**src/rtl/button_pkg.sv**
```systemverilog
// Shared types and default timing constants for the button conditioner.
package button_pkg;

  typedef enum logic [1:0] {
    RELEASED     = 2'd0,
    PRESS_PEND   = 2'd1,
    PRESSED      = 2'd2,
    RELEASE_PEND = 2'd3
  } btn_state_t;

  localparam int DEF_DEBOUNCE_CYCLES = 1000000;
  localparam int DEF_REPEAT_DELAY    = 50000000;
  localparam int DEF_REPEAT_PERIOD   = 10000000;

  // Counter width sized for the longest interval any channel must time.
  function automatic int cnt_width(input int a, input int b, input int c);
    int m;
    m = a;
    if (b > m) m = b;
    if (c > m) m = c;
    return (m < 2) ? 1 : $clog2(m);
  endfunction

endpackage

```
**src/rtl/btn_debounce.sv**
```systemverilog
// Single button channel: two-flop synchronizer, debounce FSM, press strobe.
// Optional auto-repeat enabled by defining BTN_AUTOREPEAT_EN.
module btn_debounce
  import button_pkg::*;
#(
  parameter int DEBOUNCE_CYCLES = DEF_DEBOUNCE_CYCLES,
  parameter int REPEAT_DELAY    = DEF_REPEAT_DELAY,
  parameter int REPEAT_PERIOD   = DEF_REPEAT_PERIOD
) (
  input  logic clk,
  input  logic rst_n,
  input  logic raw,
  output logic level,
  output logic pulse
);

  localparam int              CNT_W   = cnt_width(DEBOUNCE_CYCLES, REPEAT_DELAY, REPEAT_PERIOD);
  localparam logic [CNT_W-1:0] DB_LAST = CNT_W'(DEBOUNCE_CYCLES - 1);
  localparam logic [CNT_W-1:0] CNT_MAX = '1;

  function automatic logic [CNT_W-1:0] sat_inc(input logic [CNT_W-1:0] v);
    return (v == CNT_MAX) ? v : v + CNT_W'(1);
  endfunction

  logic             sync_p0;
  logic             sync_p1;
  btn_state_t       state;
  btn_state_t       state_nxt;
  logic [CNT_W-1:0] db_cnt;
  logic [CNT_W-1:0] db_cnt_nxt;
  logic             press_evt;
  logic             rpt_fire;

  // Stage p0/p1: metastability synchronizer on the raw pin
  always_ff @(posedge clk or negedge rst_n) begin
    if (!rst_n) begin
      sync_p0 <= 1'b0;
      sync_p1 <= 1'b0;
    end else begin
      sync_p0 <= raw;
      sync_p1 <= sync_p0;
    end
  end

  always_comb begin
    state_nxt  = state;
    db_cnt_nxt = db_cnt;
    case (state)
      RELEASED: begin
        if (sync_p1) begin
          state_nxt  = PRESS_PEND;
          db_cnt_nxt = '0;
        end
      end
      PRESS_PEND: begin
        if (!sync_p1) begin
          state_nxt  = RELEASED;
          db_cnt_nxt = '0;
        end else if (db_cnt == DB_LAST) begin
          state_nxt  = PRESSED;
          db_cnt_nxt = '0;
        end else begin
          db_cnt_nxt = sat_inc(db_cnt);
        end
      end
      PRESSED: begin
        if (!sync_p1) begin
          state_nxt  = RELEASE_PEND;
          db_cnt_nxt = '0;
        end
      end
      RELEASE_PEND: begin
        if (sync_p1) begin
          state_nxt  = PRESSED;
          db_cnt_nxt = '0;
        end else if (db_cnt == DB_LAST) begin
          state_nxt  = RELEASED;
          db_cnt_nxt = '0;
        end else begin
          db_cnt_nxt = sat_inc(db_cnt);
        end
      end
      default: begin
        state_nxt  = RELEASED;
        db_cnt_nxt = '0;
      end
    endcase
  end

  // A return from RELEASE_PEND to PRESSED is a bounce, not a new press.
  assign press_evt = (state == PRESS_PEND) && (state_nxt == PRESSED);

`ifdef BTN_AUTOREPEAT_EN
  localparam logic [CNT_W-1:0] RPT_FIRST = CNT_W'(REPEAT_DELAY - 1);
  localparam logic [CNT_W-1:0] RPT_NEXT  = CNT_W'(REPEAT_PERIOD - 1);

  logic [CNT_W-1:0] rpt_cnt;
  logic             rpt_first;
  logic             rpt_hold;

  // Only cycles spent stably in PRESSED advance the repeat timer.
  assign rpt_hold = (state == PRESSED) && (state_nxt == PRESSED);
  assign rpt_fire = rpt_hold && (rpt_cnt == (rpt_first ? RPT_FIRST : RPT_NEXT));

  always_ff @(posedge clk or negedge rst_n) begin
    if (!rst_n) begin
      rpt_cnt   <= '0;
      rpt_first <= 1'b1;
    end else if (press_evt) begin
      rpt_cnt   <= '0;
      rpt_first <= 1'b1;
    end else if (rpt_fire) begin
      rpt_cnt   <= '0;
      rpt_first <= 1'b0;
    end else if (rpt_hold) begin
      rpt_cnt   <= sat_inc(rpt_cnt);
    end
  end
`else
  assign rpt_fire = 1'b0;
`endif

  // Stage p2: FSM state and registered outputs
  always_ff @(posedge clk or negedge rst_n) begin
    if (!rst_n) begin
      state  <= RELEASED;
      db_cnt <= '0;
      level  <= 1'b0;
      pulse  <= 1'b0;
    end else begin
      state  <= state_nxt;
      db_cnt <= db_cnt_nxt;
      level  <= (state_nxt == PRESSED) || (state_nxt == RELEASE_PEND);
      pulse  <= press_evt || rpt_fire;
    end
  end

endmodule

```
**src/rtl/button_conditioner.sv**
```systemverilog
// Debounced level and press strobe for N_BTN independent push buttons.
// Define BTN_AUTOREPEAT_EN to add held-button auto-repeat strobes.
module button_conditioner
  import button_pkg::*;
#(
  parameter int N_BTN           = 3,
  parameter int DEBOUNCE_CYCLES = DEF_DEBOUNCE_CYCLES,
  parameter int REPEAT_DELAY    = DEF_REPEAT_DELAY,
  parameter int REPEAT_PERIOD   = DEF_REPEAT_PERIOD
) (
  input  logic             CLK100MHZ,
  input  logic             CPU_RESETN,
  input  logic [N_BTN-1:0] BTN_RAW,
  output logic [N_BTN-1:0] BTN_LEVEL,
  output logic [N_BTN-1:0] BTN_PULSE
);

  for (genvar i = 0; i < N_BTN; i++) begin : g_btn
    btn_debounce #(
      .DEBOUNCE_CYCLES (DEBOUNCE_CYCLES),
      .REPEAT_DELAY    (REPEAT_DELAY),
      .REPEAT_PERIOD   (REPEAT_PERIOD)
    ) u_btn (
      .clk   (CLK100MHZ),
      .rst_n (CPU_RESETN),
      .raw   (BTN_RAW[i]),
      .level (BTN_LEVEL[i]),
      .pulse (BTN_PULSE[i])
    );
  end

endmodule

```
**config.mk**
```make
export PLATFORM = sky130hd
export DESIGN_NAME = button_conditioner
export DESIGN_NICKNAME = d
export VERILOG_FILES = /design/src/rtl/button_pkg.sv /design/src/rtl/btn_debounce.sv /design/src/rtl/button_conditioner.sv
export SDC_FILE = /design/constraint.sdc
export NUM_CORES = 1
export LEC_CHECK = 0
export BUFFER_PORTS_ARGS = -buffer_cell sky130_fd_sc_hd__buf_2
export CAP_MARGIN = 20
export CORE_ASPECT_RATIO = 0.6
export CORE_UTILIZATION = 56
export CTS_CLUSTER_DIAMETER = 50
export DETAILED_ROUTE_END_ITERATION = 8
export PLACE_DENSITY = 0.73
export REMOVE_ABC_BUFFERS = 1
export SLEW_MARGIN = 20
export SYNTH_ARGS = -nofsm -noshare
export SYNTH_HDL_FRONTEND = slang
export SYNTH_HIERARCHICAL = 1
export SYNTH_SLANG_ARGS = --single-unit
```
**constraint.sdc**
```tcl
create_clock -name CLK100MHZ -period 4.1 [get_ports CLK100MHZ]
set_input_delay 0.41 -clock CLK100MHZ [delete_from_list [all_inputs] [get_ports CLK100MHZ]]
set_output_delay 0.41 -clock CLK100MHZ [all_outputs]
set_load 0.005 [all_outputs]
```
* Word-level counts from Yosys, hierarchy flattened
Index checks and enable logic that the tools add are counted.
** Word-level totals
- Logic and storage cells :: 102
- Bits of input ports :: 5
- Bits in registers :: 96
** Cells by class
- Mux-type cells :: 42
- Equality and inequality tests :: 27
- Add/sub/neg operators :: 3
- Reductions and logical operators :: 12
** Operators by type and width (count)
- 2-to-1 mux 26 bit :: 18
- one-hot mux 26 bit (4 select lines) :: 3
- adder 26 x 1 -> 26 bit, second input constant :: 3
- equality test 26 x 20 -> 1 bit, second input constant :: 3
- equality test 26 bit, second input constant :: 3
- 2-to-1 mux 2 bit :: 18
- equality test 2 bit, second input constant :: 12
- one-hot mux 2 bit (4 select lines) :: 3
- equality test 2 x 1 -> 1 bit, second input constant :: 3
- logical NOT 2 bit :: 3
- inequality test 2 x 1 -> 1 bit, second input constant :: 3
- inequality test 2 bit, second input constant :: 3
- AND reduction 2 bit :: 3
- logical AND 1 bit :: 3
- logical OR 1 bit :: 3

* Depth between registers and ports, before layout
Gate-level depths: netlist of run 1.
- Depth after elaboration :: 6
- Gate-level depth with buffers :: 8
- Mapped depth without buffers :: 7

* Hierarchy
The synthesis of run 1 kept the hierarchy.
** Modules (own cells, without submodules)
- btn_debounce :: times used 3, cells each 208, sequential area each 775.7 um2, area each 1835.5 um2

* Least setup slack after synthesis of run 1
OpenSTA, ideal clock, no wires.
- Path type :: flip-flop to flip-flop
- Start point :: reg g_btn[0].u_btn.db_cnt[13]
- End point :: reg g_btn[0].u_btn.db_cnt[1]
- Clock period less this slack :: 2.260 ns
- Library setup time :: 0.122 ns
- Setup slack :: 1.840 ns
- Cell stages (with the launch flop) :: 6
- Required time :: 3.978 ns
- Data arrival time :: 2.138 ns
- Path through :: dfrtp_1 > or4b_1 > or3_4 > o41a_4 > buf_6 > a32o_1
** Between the ends
- Word-level cells in the longest chain between the ends :: 5
- Elaborated cells on any way between the ends :: 7
- Classes of those cells :: 2 x eq/ne; 5 x mux
** RTL lines
- start, declared :: line btn_debounce.sv:29 : logic [CNT_W-1:0] db_cnt;
- start signal, assigned :: line btn_debounce.sv:132 : db_cnt <= db_cnt_nxt;
- equality test 26 bit :: line btn_debounce.sv:22 : return (v == CNT_MAX) ? v : v + CNT_W'(1);
- 2-to-1 mux 26 bit
- 2-to-1 mux 26 bit (*) :: line btn_debounce.sv:59, btn_debounce.sv:76
- 2-to-1 mux 26 bit (on tied branches) :: line btn_debounce.sv:73, btn_debounce.sv:56
- one-hot mux 26 bit (4 select lines) (*) :: line btn_debounce.sv:48 : case (state)
Every way passes the cells marked *; elsewhere a longest branch is shown, timed or not.
A chain may end at the register's enable or synchronous reset.

* Worst setup path after layout of run 1
- Start point :: reg g_btn[2].u_btn.db_cnt[13]
- End point :: reg g_btn[2].u_btn.db_cnt[1]
** Between the ends
- Word-level cells in the longest chain between the ends :: 5
- Elaborated cells on any way between the ends :: 7
- Classes of those cells :: 2 x eq/ne; 5 x mux
** RTL lines (line)
- start, declared :: btn_debounce.sv:29
- start signal, assigned :: btn_debounce.sv:132
- equality test 26 bit :: btn_debounce.sv:22
- 2-to-1 mux 26 bit
- 2-to-1 mux 26 bit (*) :: btn_debounce.sv:59, btn_debounce.sv:76
- 2-to-1 mux 26 bit (on tied branches) :: btn_debounce.sv:73, btn_debounce.sv:56
- one-hot mux 26 bit (4 select lines) (*) :: btn_debounce.sv:48
Marked as above.

==> results.json, run 1 <==
{
  "power.density_nw_per_um2": 325,
  "drc": 0,
  "status": "complete, no violations",
  "cts_resized": 0,
  "clk_pin_slew_ns": 0.07,
  "min_period_over_period_pct": 68.1,
  "grt_overflow": 0,
  "grt_pass1_vias": 4575,
  "hold_class": "in -> async",
  "dp.cells": 732,
  "ant_nets": 0,
  "critPathArrivalTime_ns": 3.03,
  "finalMaxSlewViolations": 0,
  "yosys_warnings": 6,
  "io_pins": 11,
  "ys_seq_area_share_pct": 42.3,
  "grt_usage_pct": 30.3,
  "dieWidth_microns": 130,
  "max_freq_ghz": 0.358,
  "crit_path_max_fanout": 13,
  "wl_per_cell_microns": 19.7,
  "finalSetupViolCount": 0,
  "skew_ns": 0.00921,
  "crit_path_top_delay_cell": "o41ai_4",
  "mostFrequentLayoutCells": "dfrtp_1 (93), o21ai_0 (81), nand2_1 (66), a31oi_1 (45), nand4_1 (33)",
  "endpoint_kind": "register",
  "synth.avg_cell_area_sq_um": 8.82,
  "rsz0062_at_grt": "false",
  "critPathBufInv": 1,
  "total_leakage_power_nw": 2.28,
  "initial_utilization_pct": 58.8,
  "dp_hpwl_microns": 10400,
  "cpLargestDelayFamily": "compound AO/OA/AOI/OAI gates",
  "synth_ff_type": "dfrtp_1",
  "die_h_microns": 78.8,
  "gp_congestion": 0.922,
  "crit_type": "reg -> reg",
  "rows": 27,
  "multiInputGateArea_sq_um": 2950,
  "max-slew-margin-rel_pct": 37.3,
  "nFillCells": 815,
  "crit_chain": "or4b_1, or3_4, o41ai_4, buf_4, o21ai_0, a32o_1",
  "detailedRoute.firstIterationViolations": 665,
  "final_common_cell": "dfrtp_1",
  "postSynthCellCount": 624,
  "reg2reg_slack_ns": 1.31,
  "nNetsFinal": 621,
  "cts.sinks": 93,
  "synth_edf_count": 0,
  "grt_max_degree": 67,
  "start_kind": "register",
  "syn_area_sq_um": 5510,
  "worst_slew_pin_slew_ns": 0.936,
  "drt_wl_total_microns": 14700,
  "antenna_found_initial": 0,
  "worst_skew_pair.late_latency_ns": 0.35,
  "num_vias": 5295,
  "post-cts-setup-buffer-count": 0,
  "htree_levels": 3,
  "r2r_start": "g_btn[2].u_btn/db_cnt[13]",
  "seqCellArea_sq_um": 2330,
  "cts_made_buffers": 9,
  "place.port_buffers": 10,
  "worstPathRequired_ns": 4.34,
  "syn_to_final_growth_pct": 6.34,
  "cts_buffer_depth": 2,
  "finalSetupTns_ns": 0,
  "synth_top_area_share_pct": 42.3,
  "hold_ws_ns": 0.152,
  "ys_ff_latch": 93,
  "synth_top_cell_by_area": "dfrtp_1",
  "grt_pass1_wl_microns": 23700,
  "tritoncts": "yes",
  "vias_per_cell": 7.08,
  "drive_above_1_share_pct": 6.63,
  "fin_cells": 748,
  "n_antenna_cell": 0,
  "rr_endpoint": "g_btn[2].u_btn/db_cnt[1]",
  "synth_area_leaders": "dfrtp_1 (42%), o21ai_0 (7.4%), a31oi_1 (5.1%), nand2_1 (4.5%), and4_1 (3.8%)",
  "dieArea_sq_um": 10200,
  "holdBufCountCts": 0,
  "ys_types": 39,
  "dr.pass1.iters": 5,
  "cap_viol_max_count": 0,
  "finalHoldViolCount": 0,
  "core_sq_um": 9360,
  "slowest_delay_ns": 0.64,
  "peakVddDrop_uv": 205,
  "fin_crit_ns": 2.79,
  "final_util_pct": 62.6,
  "reg2reg_depth": 6,
  "root_buffer": "clkbuf_16",
  "async_flop_share_pct": 100
}
logic make-up after synthesis:
family / share of synthesized area, %
muxes: 0.613
AOI/OAI and AO/OA: 24.6
buffers and inverters: 4.16
adders and majority gates: 0.682
and+or+nand+nor: 27.2
DFF: 42.3
xor gates and xnor gates: 0.477
flip-flops by register name (all words and copies together), names as in the netlist:
name and cells:
g_btn.u_btn/db_cnt 78, g_btn.u_btn/level 3, g_btn.u_btn/pulse 3, g_btn.u_btn/state 3
g_btn.u_btn/sync_p0 3, g_btn.u_btn/sync_p1 3
per-layer routing:
| metal | vias up | share of wire [%] | global-route usage [%] |
|---|---|---|---|
| met2 | 312 | 38 | 39.1 |
| li1 | 2421 | - | - |
| met1 | 2542 | 50 | 48.2 |
| met3 | 20 | 12 | 8.63 |
| met5 | - | 0 | 0 |
| met4 | 0 | 0.98 | 7.67 |
cell usage after synthesis (6+ instances only):
| cell type | n |
|---|---|
| and4_1 | 24 |
| o21ai_0 | 81 |
| o31ai_1 | 21 |
| nor4_1 | 21 |
| clkbuf_1 | 24 |
| dfrtp_1 | 93 |
| a21oi_1 | 24 |
| and2_1 | 9 |
| nand4_1 | 33 |
| nand3_1 | 30 |
| inv_1 | 6 |
| nor3_1 | 21 |
| and3_1 | 9 |
| a31oi_1 | 45 |
| buf_6 | 9 |
| o21ai_1 | 9 |
| or3_1 | 6 |
| nor2_1 | 30 |
| nand2_1 | 66 |
| o41ai_1 | 6 |
metrics by stage:
stage | total power, mW | setup slack, ns | area [sq um]
6_report | 1.91 | 1.31 | 5860
5_1_grt | 1.97 | 1.22 | 5860
4_1_cts | 1.92 | 1.35 | 5860
3_5_place_dp | 1.05 | 1.36 | 5550
3_3_place_gp | 1.05 | 1.44 | 5550
2_1_floorplan | 1.01 | 1.53 | 5300
power breakdown:
group | switching, mW | total (mW) | internal (mW)
Combinational | 0.0735 | 0.102 | 0.0282
Sequential | 0.00929 | 0.936 | 0.927
Clock | 0.370 | 0.868 | 0.498
Total | 0.453 | 1.91 | 1.45
how the worst max path moves through the flow:
stage                                          from                         to  slack [ns]  depth (start not counted)
after floorplan           g_btn[0].u_btn/db_cnt[13]   g_btn[0].u_btn/db_cnt[1]        1.53                          5
after global placement    g_btn[2].u_btn/db_cnt[12]   g_btn[2].u_btn/db_cnt[1]        1.44                          6
after detailed placement  g_btn[2].u_btn/db_cnt[13]   g_btn[2].u_btn/db_cnt[1]        1.36                          6
after global routing      g_btn[1].u_btn/db_cnt[13]  g_btn[1].u_btn/db_cnt[17]        1.22                          7
after CTS                 g_btn[2].u_btn/db_cnt[13]   g_btn[2].u_btn/db_cnt[1]        1.35                          6
final                     g_btn[2].u_btn/db_cnt[13]   g_btn[2].u_btn/db_cnt[1]        1.31                          6
cell type report:
| class | count | share of cell area (%) |
|---|---|---|
| Sequential cell | 93 | 39.7 |
| Multi-Input combinational cell | 489 | 50.4 |
| Clock inverter | 5 | 1.15 |
| Tap cell | 130 | 2.78 |
| Inverter | 6 | 0.385 |
| Clock buffer | 11 | 4.15 |
| Timing Repair Buffer | 14 | 1.41 |
Power figures use the tool's default switching activity.
==> run 2, diff against run 1 <==
clock period = 2.78 ns   (was 4.1 ns; I/O delays follow)
==> run 2 against run 1 <==
Compared with the run above:
- clock skew down 0.0059 ns
- global-route usage up 0.75 points
- design area up 1.9%
- critical endpoint is now g_btn[1].u_btn/db_cnt[7]
- maximum frequency up 6.0%
- setup slack worse by 1.2 ns
==> results.json, run 2 (synthesis results as in run 1) <==
{
  "status": "complete, no violations",
  "mostFrequentLayoutCells": "dfrtp_1 (93), o21ai_0 (81), nand2_1 (66), a31oi_1 (45), nand4_1 (33)",
  "nNetsFinal": 632,
  "finalMaxSlewViolations": 0,
  "crit_type": "reg -> reg",
  "largest_reg_flops": 78,
  "slowest_delay_ns": 0.52,
  "cap_viol_max_count": 0,
  "worstPathRequired_ns": 2.99,
  "rsz0062_at_grt": "false",
  "cts.sinks": 93,
  "crit_chain": "or4b_1, or3_4, o41ai_4, buf_4, a31oi_1, o21ai_0, o21ai_0",
  "reg2reg_depth": 7,
  "rr_endpoint": "g_btn[1].u_btn/db_cnt[7]",
  "finalHoldViolCount": 0,
  "worst_slew_pin_slew_ns": 0.874,
  "tritoncts": "yes",
  "p_comb_share_pct": 5.3,
  "dieArea_sq_um": 10200,
  "io_pins": 11,
  "finalSetupViolCount": 0,
  "peakVddDrop_uv": 346,
  "path_common_cell": "o21ai_0",
  "worst_skew_pair.late_latency_ns": 0.34,
  "ant_nets": 0,
  "cts_made_buffers": 9,
  "clk_pin_slew_ns": 0.06,
  "num_vias": 5333,
  "hold_class": "in -> reg",
  "crit_path_max_fanout": 17,
  "final_common_cell": "dfrtp_1",
  "reg2reg_slack_ns": 0.14,
  "crit_path_top_delay_cell": "or4b_1",
  "setup.worst_path.end": "g_btn[1].u_btn/db_cnt[7]",
  "multiInputGateArea_sq_um": 2950,
  "grt_pass1_vias": 4749,
  "root_buffer": "clkbuf_16",
  "drive_above_1_share_pct": 8.27,
  "drc": 0,
  "gp_congestion": 0.969,
  "cts_buffer_depth": 2,
  "start_kind": "register",
  "skew_ns": 0.00334,
  "top_register": "g_btn.u_btn/db_cnt",
  "dr.pass1.iters": 5,
  "p_int_mw": 2.25,
  "startpoint": "g_btn[1].u_btn/db_cnt[13]",
  "hold_depth": 1,
  "nFillCells": 812,
  "antenna_found_initial": 0,
  "initial_utilization_pct": 58.8,
  "htree_levels": 3,
  "dieWidth_microns": 130,
  "r2r_start": "g_btn[1].u_btn/db_cnt[13]",
  "sequentialPowerShare_pct": 47.8,
  "rows": 27,
  "critPathArrivalTime_ns": 2.85,
  "vias_per_cell": 7.03,
  "grt_usage_pct": 31.0,
  "switching_share_pct": 22.0,
  "total_leakage_power_nw": 2.34,
  "seqCellArea_sq_um": 2330,
  "wl_per_cell_microns": 19.5,
  "grt_pass1_wl_microns": 24500,
  "dp_hpwl_microns": 10500,
  "min_period_over_period_pct": 94.8,
  "syn_to_final_growth_pct": 8.32,
  "drt_wl_total_microns": 14800,
  "max-slew-margin-rel_pct": 41.5,
  "grt_max_degree": 44,
  "endpoint_kind": "register",
  "core_sq_um": 9360,
  "clockPowerShare_pct": 46.9,
  "finalSetupTns_ns": 0,
  "n_antenna_cell": 0,
  "grt_overflow": 0,
  "detailedRoute.firstIterationViolations": 654,
  "fin_crit_ns": 2.64,
  "die_h_microns": 78.8,
  "final_util_pct": 63.7,
  "switchingPower_mw": 0.636,
  "power.density_nw_per_um2": 484,
  "place.port_buffers": 10,
  "max_freq_ghz": 0.379
}
[run 2: cell types whose count changed in the layout (fill, tap and decap cells not counted), sizes merged]
cell / delta
buf: +10
bufinv: +1
clkinv: -1
clkinvlp: +1
dlygate4sd3: +1
inv: -1
[run 2: worst min path at each step]
stage | from | to | slack, ns
2_1_floorplan | CPU_RESETN | g_btn[0].u_btn/db_cnt[0] | -0.02
3_3_place_gp | CPU_RESETN | g_btn[2].u_btn/state[0] | 0.29
3_5_place_dp | CPU_RESETN | g_btn[2].u_btn/level | 0.30
4_1_cts | BTN_RAW[0] | g_btn[0].u_btn/sync_p0 | 0.03
5_1_grt | BTN_RAW[1] | g_btn[1].u_btn/sync_p0 | 0.03
6_report | BTN_RAW[0] | g_btn[0].u_btn/sync_p0 | 0.04
[run 2: layout make-up]
cell class | count | area share [%]
multi-input cells | 489 | 49.5
flip-flops and latches | 93 | 39.0
clock buffers | 11 | 4.24
repair buffers | 25 | 2.81
well taps | 130 | 2.73
clock inverters | 5 | 1.36
inverters | 6 | 0.378
[run 2: power by group through the flow]
stage	clock network (mW)	logic (mW)	registers, mW
after CTS	1.39	0.153	1.38
after detailed placement	0	0.152	1.41
after floorplan	0	0.0846	1.40
final	1.35	0.153	1.38
after global placement	0	0.146	1.40
after global routing	1.43	0.171	1.38
[run 2: stage by stage]
| stage | area [sq um] | total power, mW | std cells | setup slack, ns | hold WS [ns] |
|---|---|---|---|---|---|
| final | 5960 | 2.89 | 759 | 0.145 | 0.0418 |
| after global placement | 5620 | 1.55 | 742 | 0.274 | 0.295 |
| after floorplan | 5300 | 1.49 | 588 | 0.206 | -0.0176 |
| after detailed placement | 5620 | 1.56 | 742 | 0.172 | 0.300 |
| after CTS | 5960 | 2.92 | 759 | 0.185 | 0.0334 |
| after global routing | 5960 | 2.98 | 759 | 0.00381 | 0.0299 |
[run 2: repair_timing]
item / CTS / global route
hold endpoints to repair: 41 / 0
hold buffers: 1 / 0
gates resized for setup: 0 / 0
buffers inserted: 0 / 0
[run 2: critical path, delay by kind of cell, from the launching register on]
family                 cells  cell delay, ns
buffers and inverters      1            0.32
DFF                        1            0.44
AOI/OAI and AO/OA          4            0.84
and+or+nand+nor            2            0.90
[run 2: routing by layer]
metal	GRT usage, %	routed length (microns)	up-vias
li1	-	-	2441
met1	47.2	6850	2549
met2	43.6	6250	319
met3	7.08	1520	24
met4	9.07	193	0
met5	0	0	-
